<file path="config.mk">
export PLATFORM = sky130hd
export DESIGN_NAME = mips_multicycle_control_flat
export DESIGN_NICKNAME = d
export VERILOG_FILES = /design/src/rtl/mips_multicycle_control_pkg.sv /design/src/rtl/mips_multicycle_control_if.sv /design/src/rtl/mips_multicycle_control_out_decode.sv /design/src/rtl/mips_multicycle_control.sv /design/src/flat_wrapper.sv
export SDC_FILE = /design/constraint.sdc
export NUM_CORES = 1
export LEC_CHECK = 0
export CORE_ASPECT_RATIO = 0.9
export CORE_MARGIN = 1
export CORE_UTILIZATION = 40
export CTS_BUF_LIST = sky130_fd_sc_hd__clkbuf_2
export DETAILED_ROUTE_END_ITERATION = 8
export GPL_TIMING_DRIVEN = 0
export MAX_ROUTING_LAYER = met4
export PLACE_DENSITY = 0.78
export REMOVE_ABC_BUFFERS = 1
export SYNTH_ARGS = -nofsm -noshare
export SYNTH_HDL_FRONTEND = slang
export SYNTH_HIERARCHICAL = 1
export SYNTH_SLANG_ARGS = --single-unit
</file>
<file path="constraint.sdc">
create_clock -name clk -period 1.6 [get_ports clk]
set_input_delay 0.32 -clock clk [delete_from_list [all_inputs] [get_ports clk]]
set_output_delay 0.32 -clock clk [all_outputs]
set_load 0.03 [all_outputs]
</file>
<file path="src/rtl/mips_multicycle_control_pkg.sv">
// Shared definitions for the multicycle MIPS main control unit and the ALU control decoder.
// Contents: state encodings, supported opcodes, ALU_op / ALUSrcB / PCSource codes,
//           the packed control word and an opcode-support helper.
package mips_ctl_pkg;

  typedef enum logic [3:0] {
    FETCH     = 4'd0,
    DECODE    = 4'd1,
    MEM_ADDR  = 4'd2,
    MEM_READ  = 4'd3,
    MEM_WB    = 4'd4,
    MEM_WRITE = 4'd5,
    EXECUTE   = 4'd6,
    R_WB      = 4'd7,
    BRANCH    = 4'd8,
    JUMP      = 4'd9,
    ADDI_EX   = 4'd10,
    ADDI_WB   = 4'd11
  } state_t;

  localparam logic [5:0] OP_RTYPE = 6'b000000;
  localparam logic [5:0] OP_LW    = 6'b100011;
  localparam logic [5:0] OP_SW    = 6'b101011;
  localparam logic [5:0] OP_BEQ   = 6'b000100;
  localparam logic [5:0] OP_J     = 6'b000010;
  localparam logic [5:0] OP_ADDI  = 6'b001000;

  // ALU_op codes, also decoded by the ALU control block
  localparam logic [1:0] ALU_ADD   = 2'b00;
  localparam logic [1:0] ALU_SUB   = 2'b01;
  localparam logic [1:0] ALU_FUNCT = 2'b10;

  localparam logic [1:0] SRCB_B      = 2'b00;
  localparam logic [1:0] SRCB_FOUR   = 2'b01;
  localparam logic [1:0] SRCB_IMM    = 2'b10;
  localparam logic [1:0] SRCB_IMM_SH = 2'b11;

  localparam logic [1:0] PCSRC_ALU    = 2'b00;
  localparam logic [1:0] PCSRC_ALUOUT = 2'b01;
  localparam logic [1:0] PCSRC_JUMP   = 2'b10;

  typedef struct packed {
    logic       pc_write;
    logic       pc_write_cond;
    logic       i_or_d;
    logic       mem_read;
    logic       mem_write;
    logic       mem_to_reg;
    logic       ir_write;
    logic       reg_write;
    logic       reg_dst;
    logic       alu_src_a;
    logic [1:0] alu_src_b;
    logic [1:0] alu_op;
    logic [1:0] pc_source;
    logic       illegal_op;
  } ctl_t;

  function automatic logic op_supported(input logic [5:0] op);
    return (op == OP_RTYPE) || (op == OP_LW) || (op == OP_SW) ||
           (op == OP_BEQ) || (op == OP_J) || (op == OP_ADDI);
  endfunction

endpackage

</file>
<file path="src/rtl/mips_multicycle_control_if.sv">
// Control-unit <-> datapath bundle: opcode/mem_ready toward the controller, controls back.
// master: the control unit (drives controls and debug state).
// slave:  the datapath/memory side (drives opcode and mem_ready).
interface mips_multicycle_control_if;
  logic [5:0] opcode;
  logic       mem_ready;
  logic       PCWrite;
  logic       PCWriteCond;
  logic       IorD;
  logic       MemRead;
  logic       MemWrite;
  logic       MemtoReg;
  logic       IRWrite;
  logic       RegWrite;
  logic       RegDst;
  logic       ALUSrcA;
  logic [1:0] ALUSrcB;
  logic [1:0] ALU_op;
  logic [1:0] PCSource;
  logic       illegal_op;
  logic [3:0] state;

  modport master (
    input  opcode, mem_ready,
    output PCWrite, PCWriteCond, IorD, MemRead, MemWrite, MemtoReg, IRWrite,
           RegWrite, RegDst, ALUSrcA, ALUSrcB, ALU_op, PCSource, illegal_op, state
  );

  modport slave (
    output opcode, mem_ready,
    input  PCWrite, PCWriteCond, IorD, MemRead, MemWrite, MemtoReg, IRWrite,
           RegWrite, RegDst, ALUSrcA, ALUSrcB, ALU_op, PCSource, illegal_op, state
  );
endinterface

</file>
<file path="src/rtl/mips_multicycle_control_out_decode.sv">
// Pure combinational state -> datapath control decoder (no state of its own).
// Ports: state, reset (forces all controls low), mem_ready (FETCH write strobes), opcode (illegal_op).
// Output: ctl, the packed control word.
module mips_ctl_out_decode
  import mips_ctl_pkg::*;
(
  input  state_t     state,
  input  logic       reset,
  input  logic       mem_ready,
  input  logic [5:0] opcode,
  output ctl_t       ctl
);

  always_comb begin
    ctl = '0;
    // Reset holds the FSM in FETCH, but FETCH decodes MemRead=1; gate everything
    // so nothing reaches the datapath while reset is high.
    if (!reset) begin
      unique case (state)
        FETCH: begin
          ctl.mem_read  = 1'b1;
          ctl.alu_src_b = SRCB_FOUR;
          ctl.alu_op    = ALU_ADD;
          ctl.pc_source = PCSRC_ALU;
          // IR and PC load only on the cycle the instruction word arrives
          ctl.ir_write  = mem_ready;
          ctl.pc_write  = mem_ready;
        end
        DECODE: begin
          ctl.alu_src_b  = SRCB_IMM_SH;   // branch target precompute
          ctl.alu_op     = ALU_ADD;
          ctl.illegal_op = !op_supported(opcode);
        end
        MEM_ADDR, ADDI_EX: begin
          ctl.alu_src_a = 1'b1;
          ctl.alu_src_b = SRCB_IMM;
          ctl.alu_op    = ALU_ADD;
        end
        MEM_READ: begin
          ctl.mem_read = 1'b1;
          ctl.i_or_d   = 1'b1;
        end
        MEM_WRITE: begin
          ctl.mem_write = 1'b1;
          ctl.i_or_d    = 1'b1;
        end
        MEM_WB: begin
          ctl.reg_write  = 1'b1;
          ctl.mem_to_reg = 1'b1;
        end
        EXECUTE: begin
          ctl.alu_src_a = 1'b1;
          ctl.alu_src_b = SRCB_B;
          ctl.alu_op    = ALU_FUNCT;
        end
        R_WB: begin
          ctl.reg_write = 1'b1;
          ctl.reg_dst   = 1'b1;
        end
        ADDI_WB: begin
          ctl.reg_write = 1'b1;
        end
        BRANCH: begin
          ctl.alu_src_a     = 1'b1;
          ctl.alu_op        = ALU_SUB;
          ctl.pc_write_cond = 1'b1;
          ctl.pc_source     = PCSRC_ALUOUT;
        end
        JUMP: begin
          ctl.pc_write  = 1'b1;
          ctl.pc_source = PCSRC_JUMP;
        end
        default: ctl = '0;
      endcase
    end
  end

endmodule

</file>
<file path="src/rtl/mips_multicycle_control.sv">
// Multicycle MIPS main control FSM: one instruction at a time, fetch..writeback.
// Ports: clk, reset (async, active-high), bus (master side: opcode/mem_ready in, controls out).
// Memory states stall on mem_ready (unless MEM_WAIT_EN=0); outputs decode the state register.
module mips_multicycle_control
  import mips_ctl_pkg::*;
#(
  parameter bit MEM_WAIT_EN = 1'b1
) (
  input  logic                       clk,
  input  logic                       reset,
  mips_multicycle_control_if.master  bus
);

  state_t state_q;
  state_t state_d;
  logic   is_store_q;   // lw/sw choice captured in DECODE, opcode is ignored afterwards
  logic   mem_rdy;
  ctl_t   ctl;

  assign mem_rdy = MEM_WAIT_EN ? bus.mem_ready : 1'b1;

  always_comb begin
    state_d = state_q;
    unique case (state_q)
      FETCH:     if (mem_rdy) state_d = DECODE;
      DECODE: begin
        unique case (bus.opcode)
          OP_LW, OP_SW: state_d = MEM_ADDR;
          OP_RTYPE:     state_d = EXECUTE;
          OP_BEQ:       state_d = BRANCH;
          OP_J:         state_d = JUMP;
          OP_ADDI:      state_d = ADDI_EX;
          default:      state_d = FETCH;
        endcase
      end
      MEM_ADDR:  state_d = is_store_q ? MEM_WRITE : MEM_READ;
      MEM_READ:  if (mem_rdy) state_d = MEM_WB;
      MEM_WRITE: if (mem_rdy) state_d = FETCH;
      EXECUTE:   state_d = R_WB;
      ADDI_EX:   state_d = ADDI_WB;
      MEM_WB, R_WB, ADDI_WB, BRANCH, JUMP: state_d = FETCH;
      default:   state_d = FETCH;
    endcase
  end

  always_ff @(posedge clk or posedge reset) begin
    if (reset) begin
      state_q    <= FETCH;
      is_store_q <= 1'b0;
    end else begin
      state_q <= state_d;
      if (state_q == DECODE) is_store_q <= (bus.opcode == OP_SW);
    end
  end

  mips_ctl_out_decode u_out_decode (
    .state     (state_q),
    .reset     (reset),
    .mem_ready (mem_rdy),
    .opcode    (bus.opcode),
    .ctl       (ctl)
  );

  assign bus.PCWrite     = ctl.pc_write;
  assign bus.PCWriteCond = ctl.pc_write_cond;
  assign bus.IorD        = ctl.i_or_d;
  assign bus.MemRead     = ctl.mem_read;
  assign bus.MemWrite    = ctl.mem_write;
  assign bus.MemtoReg    = ctl.mem_to_reg;
  assign bus.IRWrite     = ctl.ir_write;
  assign bus.RegWrite    = ctl.reg_write;
  assign bus.RegDst      = ctl.reg_dst;
  assign bus.ALUSrcA     = ctl.alu_src_a;
  assign bus.ALUSrcB     = ctl.alu_src_b;
  assign bus.ALU_op      = ctl.alu_op;
  assign bus.PCSource    = ctl.pc_source;
  assign bus.illegal_op  = ctl.illegal_op;
  assign bus.state       = state_q;

endmodule

</file>
<file path="src/flat_wrapper.sv">
// flat-port wrapper written by rule: the top's interface ports become plain ports
module mips_multicycle_control_flat import mips_ctl_pkg::*;
#(
  parameter bit MEM_WAIT_EN = 1'b1
)
  (clk, reset, bus_opcode, bus_mem_ready, bus_PCWrite, bus_PCWriteCond, bus_IorD, bus_MemRead, bus_MemWrite, bus_MemtoReg, bus_IRWrite, bus_RegWrite, bus_RegDst, bus_ALUSrcA, bus_ALUSrcB, bus_ALU_op, bus_PCSource, bus_illegal_op, bus_state);
  mips_multicycle_control_if bus_i ();
  input  logic clk;
  input  logic reset;
  input wire logic [$bits(bus_i.opcode)-1:0] bus_opcode;
  input wire logic [$bits(bus_i.mem_ready)-1:0] bus_mem_ready;
  output wire logic [$bits(bus_i.PCWrite)-1:0] bus_PCWrite;
  output wire logic [$bits(bus_i.PCWriteCond)-1:0] bus_PCWriteCond;
  output wire logic [$bits(bus_i.IorD)-1:0] bus_IorD;
  output wire logic [$bits(bus_i.MemRead)-1:0] bus_MemRead;
  output wire logic [$bits(bus_i.MemWrite)-1:0] bus_MemWrite;
  output wire logic [$bits(bus_i.MemtoReg)-1:0] bus_MemtoReg;
  output wire logic [$bits(bus_i.IRWrite)-1:0] bus_IRWrite;
  output wire logic [$bits(bus_i.RegWrite)-1:0] bus_RegWrite;
  output wire logic [$bits(bus_i.RegDst)-1:0] bus_RegDst;
  output wire logic [$bits(bus_i.ALUSrcA)-1:0] bus_ALUSrcA;
  output wire logic [$bits(bus_i.ALUSrcB)-1:0] bus_ALUSrcB;
  output wire logic [$bits(bus_i.ALU_op)-1:0] bus_ALU_op;
  output wire logic [$bits(bus_i.PCSource)-1:0] bus_PCSource;
  output wire logic [$bits(bus_i.illegal_op)-1:0] bus_illegal_op;
  output wire logic [$bits(bus_i.state)-1:0] bus_state;
  assign bus_i.opcode = bus_opcode;
  assign bus_i.mem_ready = bus_mem_ready;
  assign bus_PCWrite = bus_i.PCWrite;
  assign bus_PCWriteCond = bus_i.PCWriteCond;
  assign bus_IorD = bus_i.IorD;
  assign bus_MemRead = bus_i.MemRead;
  assign bus_MemWrite = bus_i.MemWrite;
  assign bus_MemtoReg = bus_i.MemtoReg;
  assign bus_IRWrite = bus_i.IRWrite;
  assign bus_RegWrite = bus_i.RegWrite;
  assign bus_RegDst = bus_i.RegDst;
  assign bus_ALUSrcA = bus_i.ALUSrcA;
  assign bus_ALUSrcB = bus_i.ALUSrcB;
  assign bus_ALU_op = bus_i.ALU_op;
  assign bus_PCSource = bus_i.PCSource;
  assign bus_illegal_op = bus_i.illegal_op;
  assign bus_state = bus_i.state;
  mips_multicycle_control #(.MEM_WAIT_EN(MEM_WAIT_EN)) u_core (.clk(clk), .reset(reset), .bus(bus_i));
endmodule
</file>
==> results of run 1 <==
==> layout make-up <==
type	count	area share
repair buffers	50	0.357
clock buffers	4	0.0154
multi-input cells	71	0.488
inverters	3	0.00868
well taps	24	0.0231
flip-flops and latches	5	0.108
==> synth_stat cells (2+ instances only) <==
| master | number | area, sq um |
|---|---|---|
| a2111oi_2 | 2 | 30.0 |
| buf_4 | 4 | 30.0 |
| xnor2_1 | 3 | 26.3 |
| nor4_1 | 5 | 31.3 |
| dfrtp_1 | 5 | 125 |
| nor4_4 | 2 | 42.5 |
| nor3_1 | 3 | 15.0 |
| nor3b_1 | 2 | 15.0 |
| a21oi_1 | 7 | 35.0 |
| nand2b_1 | 4 | 25.0 |
| nand2_1 | 5 | 18.8 |
| inv_1 | 3 | 11.3 |
| o22ai_1 | 2 | 12.5 |
| nor2_1 | 8 | 30.0 |
| buf_2 | 2 | 10.0 |
| or2b_1 | 2 | 15.0 |
| nand4b_1 | 2 | 17.5 |
| o31ai_1 | 2 | 15.0 |
| buf_6 | 3 | 33.8 |
==> where the power goes <==
group          switching [W]  internal (W)  total (W)
clock network      0.0000494     0.0000662   0.000116
logic               0.000598      0.000568    0.00117
registers          0.0000545      0.000164   0.000218
total               0.000702      0.000797    0.00150
==> timing repair <==
| item | CTS | global route |
|---|---|---|
| setup buffers | 13 | 6 |
| cloned | 0 | 2 |
| pin swaps | 9 | 7 |
| resized for setup | 151 | 30 |
| setup endpoints to repair | 26 | 22 |
==> metrics by stage <==
stage / setup slack (ns) / instance area (sq um)
after floorplan: -2.33 / 659
after global placement: -1.10 / 980
after detailed placement: -1.12 / 980
after CTS: -0.227 / 1130
after global routing: -0.292 / 1300
final: -0.235 / 1300
==> registers in the layout, indices dropped and copies added (netlist names) <==
signal and cells:
u_core/bus.state 4, u_core/is_store_q 1
==> worst max path at each step <==
| stage | to | slack (ns) | cells past startpoint |
|---|---|---|---|
| after global routing | bus_RegWrite | -0.29 | 5 |
| final | bus_RegWrite | -0.23 | 5 |
| after CTS | u_core/bus.state[0] | -0.23 | 5 |
| after detailed placement | bus_illegal_op | -1.12 | 5 |
| after floorplan | bus_ALU_op[0] | -2.33 | 2 |
| after global placement | bus_illegal_op | -1.10 | 5 |
==> layer usage <==
| metal | vias up | track usage | part of all wire |
|---|---|---|---|
| met2 | 41 | 0.356 | 0.53 |
| met4 | 0 | 0.0343 | 0.010 |
| li1 | 418 | - | - |
| met1 | 444 | 0.325 | 0.41 |
| met3 | 2 | 0.0255 | 0.054 |
| met5 | - | - | 0 |
==> kinds of logic after synthesis <==
group,after synthesis
DFF,5
and+or+nand+nor,43
muxes,1
AOI/OAI and AO/OA,22
buffers and inverters,13
adders and majority gates,1
xor gates and xnor gates,4
==> results_dict.tcl, run 1 <==
set metrics [dict create \
    clk_pin_slew_ns 0.06 \
    cp_slowest_cell "dfrtp_4" \
    critPathTopFamily "flip-flops" \
    final_common_cell "buf_4" \
    finalCriticalPeriod_ns 1.83 \
    setup_ws_ns -0.235 \
    multi_input_area_sq_um 633 \
    die_x_microns 47.2 \
    area.sequential_sq_um 140 \
    synth_mux_area_frac 0.0153 \
    synth_cells 89 \
    synth_compound_area_frac 0.222 \
    htreeDepth 1 \
    die_h_microns 42.7 \
    setup.worst_path.end_class "primary output" \
    r2r_start "u_core/bus.state[1]" \
    io_pins 30 \
    cts_buffers 3 \
    gr-total-overflow 0 \
    period_share 1.15 \
    r2r_slack_ns -0.18 \
    initial_utilization 0.434 \
    arrival_ns 1.51 \
    antenna_found_initial 0 \
    async_flop_share 1.00 \
    path_cells "buf_12, xor2_2, o22a_1, nor2_1, buf_4" \
    dieArea_sq_um 2020 \
    cts_root_buffer "clkbuf_2" \
    cap_violations 0 \
    setup.worst_path.class "reg2out" \
    utilization 0.764 \
    place_hpwl_mm 1.24 \
    fin_cells 157 \
    whs_ns 0.340 \
    cts_max_path_buffers 2 \
    clkLatencyLatePin_ns 0.21 \
    synth_top_family_by_area "simple AND/OR/NAND/NOR gates" \
    drt_iter0_drc 22 \
    startpoint "u_core/bus.state[0]" \
    cts_hold_buf 0 \
    synthSimpleGateAreaFrac 0.409 \
    synthAdderAreaFrac 0.0153 \
    vias 905 \
    cts_sinks 5 \
    ys_ff_latch 5 \
    ant_nets 0 \
    remaining_drc_errors 0 \
    rows 14 \
    start_kind "register" \
    syn_avg_cell_area_sq_um 8.28 \
    max_stage_delay_ns 0.51 \
    r2r_cells 5 \
    synth_ff_type "dfrtp_1" \
    status "complete, but fails checks" \
    finalSetupTns_ns -2.64 \
    ys_types 42 \
    n_fill_cell 122 \
    fin_worst_skew_ns 0.0129 \
    syn_area_sq_um 737 \
    rsz0062_at_grt "yes" \
    wl_mm 2.60 \
    power_w 0.00150 \
    crit_buf_inv 2 \
    syn_to_final_growth_pct 76.1 \
    grt_pass1_wl_mm 3.35 \
    powerDensity_nw_per_um2 1160 \
    dr.pass1.iters 7 \
    cp_max_fo 6 \
    crit_required_ns 1.28 \
    ir_worst_vdd_v 0.000670 \
    r2r-end "u_core/bus.state[0]" \
    max_slew_margin 0.732 \
    grt_pass1_vias 711 \
    setup_violations 19 \
    grt_start_max_net_pins 15 \
    violations "negative setup slack" \
    dp_cells 132 \
    ys_warn_count 6 \
    antenna_cells 0 \
    synth-xor-area-share 0.0475 \
    synth-seq-area-share 0.170 \
    avgViaCountPerCell 5.76 \
    gp_congestion 0.804 \
    finalMaxSlewViolations 0 \
    coreArea_sq_um 1700 \
    synth_edf_count 0 \
    nets 143 \
    routedWlPerCell_microns 16.5 \
    drive_gt1_frac 0.586 \
    worstMarginPinSlew_ns 0.402 \
    fmax_ghz 0.545 \
    cts_tree "done" \
    track_usage 0.230 \
    final_cell_mix "buf_4, clkbuf_2, buf_6, nor2_1, a21oi_1" \
    hold_viol 0 \
    hp-class "in2async" \
    p_leak_nw 0.559 \
    port_buffers 29 \
]
(Power assumes the default switching activity.)
==> run 2: changes to the inputs <==
- CAP_MARGIN: default -> 20
==> results of run 2 <==
The final DEF is identical to that of run 1; final timing and power are the same.
==> run 3: changes to the inputs <==
- CORE_UTILIZATION: 40 -> 30
- PLACE_DENSITY: 0.78 -> default
==> results_dict.tcl, run 3 (synthesis results as in run 1) <==
set metrics [dict create \
    status "complete, but fails checks" \
    violations "negative setup slack" \
    final_cell_mix "buf_4, buf_6, nor2_1" \
    nets 149 \
    antenna_cells 0 \
    setup.worst_path.class "reg2out" \
    finalMaxSlewViolations 0 \
    avgViaCountPerCell 5.54 \
    p_leak_nw 0.584 \
    hold_viol 0 \
    initial_utilization 0.329 \
    drive_gt1_frac 0.597 \
    port_buffers 29 \
    period_share 1.16 \
    clkLatencyLatePin_ns 0.20 \
    max_slew_margin 0.708 \
    rsz0062_at_grt "yes" \
    clk_pin_slew_ns 0.05 \
    fmax_ghz 0.539 \
    remaining_drc_errors 0 \
    start_kind "register" \
    cts_buffers 3 \
    setup_violations 22 \
    multi_input_area_sq_um 654 \
    cp_max_fo 5 \
    cap_violations 0 \
    gp_congestion 0.738 \
    wl_mm 2.46 \
    die_x_microns 54.2 \
    gr-total-overflow 0 \
    worstMarginPinSlew_ns 0.438 \
    rows 16 \
    largest_register_ff_count 4 \
    htreeDepth 1 \
    cts_hold_buf 0 \
    die_h_microns 49.0 \
    setup.worst_path.end_class "primary output" \
    finalCriticalPeriod_ns 1.85 \
    cts_tree "done" \
    hp-class "in2async" \
    switchingPower_w 0.000664 \
    setup_ws_ns -0.254 \
    syn_to_final_growth_pct 84.9 \
    whs_ns 0.376 \
    internal-power_w 0.000753 \
    place_hpwl_mm 1.26 \
    io_pins 30 \
    place_ws_ns -1.12 \
    n_fill_cell 195 \
    dr.pass1.iters 4 \
    swShare 0.469 \
    ir_worst_vdd_v 0.000671 \
    cts_max_path_buffers 2 \
    area.sequential_sq_um 138 \
    grt_pass1_wl_mm 4.13 \
    grt_start_max_net_pins 14 \
    p_seq_frac 0.159 \
    crit_required_ns 1.28 \
    antenna_found_initial 0 \
    grt_pass1_vias 897 \
    ant_nets 0 \
    vias 919 \
    p_clk_frac 0.079 \
    powerDensity_nw_per_um2 1040 \
    dieArea_sq_um 2660 \
    final_common_cell "buf_4" \
    track_usage 0.214 \
    r2r_slack_ns -0.13 \
    coreArea_sq_um 2240 \
    drt_iter0_drc 15 \
    fin_worst_skew_ns 0.00297 \
    cts_sinks 5 \
    pwr-share-comb 0.763 \
    arrival_ns 1.53 \
    routedWlPerCell_microns 14.8 \
    cts_root_buffer "clkbuf_2" \
]
==> run 3: changes by cell type in the layout (fill, tap and decap cells not counted), moves of 2 or more <==
cell	previous run	this run
clkbuf_2	9	4
clkdlybuf4s15_2	2	5
dlygate4sd2_1	4	6
nand2_2	2	0
buf_4	25	30
buf_6	8	13
clkbuf_16	2	0
==> run 3: area by class of cell <==
class	instances	area share
Clock buffer	4	0.0147
Inverter	3	0.00826
Multi-Input combinational cell	71	0.480
Sequential cell	5	0.101
Tap cell	27	0.0248
Timing Repair Buffer	56	0.371
==> run 3: stage by stage <==
stage	setup TNS (ns)	total power, W	instances	utilization	area, sq um
final	-3.17	0.00142	166	0.608	1360
after global routing	-4.40	0.00150	166	0.608	1360
after CTS	-3.11	0.00133	163	0.568	1270
after detailed placement	-16.96	0.000943	135	0.439	983
after global placement	-16.47	0.000932	135	0.439	983
after floorplan	-14.52	0.000702	79	-	659
==> run 3: what timing repair did <==
action                                  4_1_cts  5_1_grt
setup buffers                                24        3
gates resized for setup                     165       14
pin swaps                                    16        3
endpoints found under the setup margin       26       22
==> run 3: worst max-delay path, stage by stage, from the launching register on <==
cell     delay (ns)
dfrtp_4        0.50
buf_12         0.15
buf_6          0.12
nor4_4         0.34
buf_4          0.23
==> run 3: worst paths after layout <==
kind | startpoint | end | cells after the start
min reg2reg | u_core/is_store_q | u_core/is_store_q | 2
min | reset | u_core/bus.state[2] | 2
max | u_core/bus.state[1] | bus_ALU_op[0] | 4
max reg2reg | u_core/bus.state[1] | u_core/bus.state[1] | 5
max in group asynchronous | reset | u_core/bus.state[1] | 2
min in group clk | u_core/is_store_q | u_core/is_store_q | 2
==> run 3: power groups by stage <==
stage          Clock (W)  Sequential [W]  Combinational (W)
6_report        0.000111        0.000225            0.00108
5_1_grt         0.000119        0.000230            0.00115
4_1_cts         0.000113        0.000219            0.00100
3_5_place_dp           0        0.000288           0.000655
3_3_place_gp           0        0.000285           0.000648
2_1_floorplan          0        0.000294           0.000409
==> run 3: per-layer routing <==
| metal | vias to the layer above | wire length, microns | GRT usage |
|---|---|---|---|
| met5 | - | 0 | - |
| met4 | 0 | 10 | 0.0641 |
| met3 | 2 | 82 | 0.0187 |
| met2 | 30 | 1250 | 0.335 |
| met1 | 449 | 1120 | 0.285 |
| li1 | 438 | - | - |
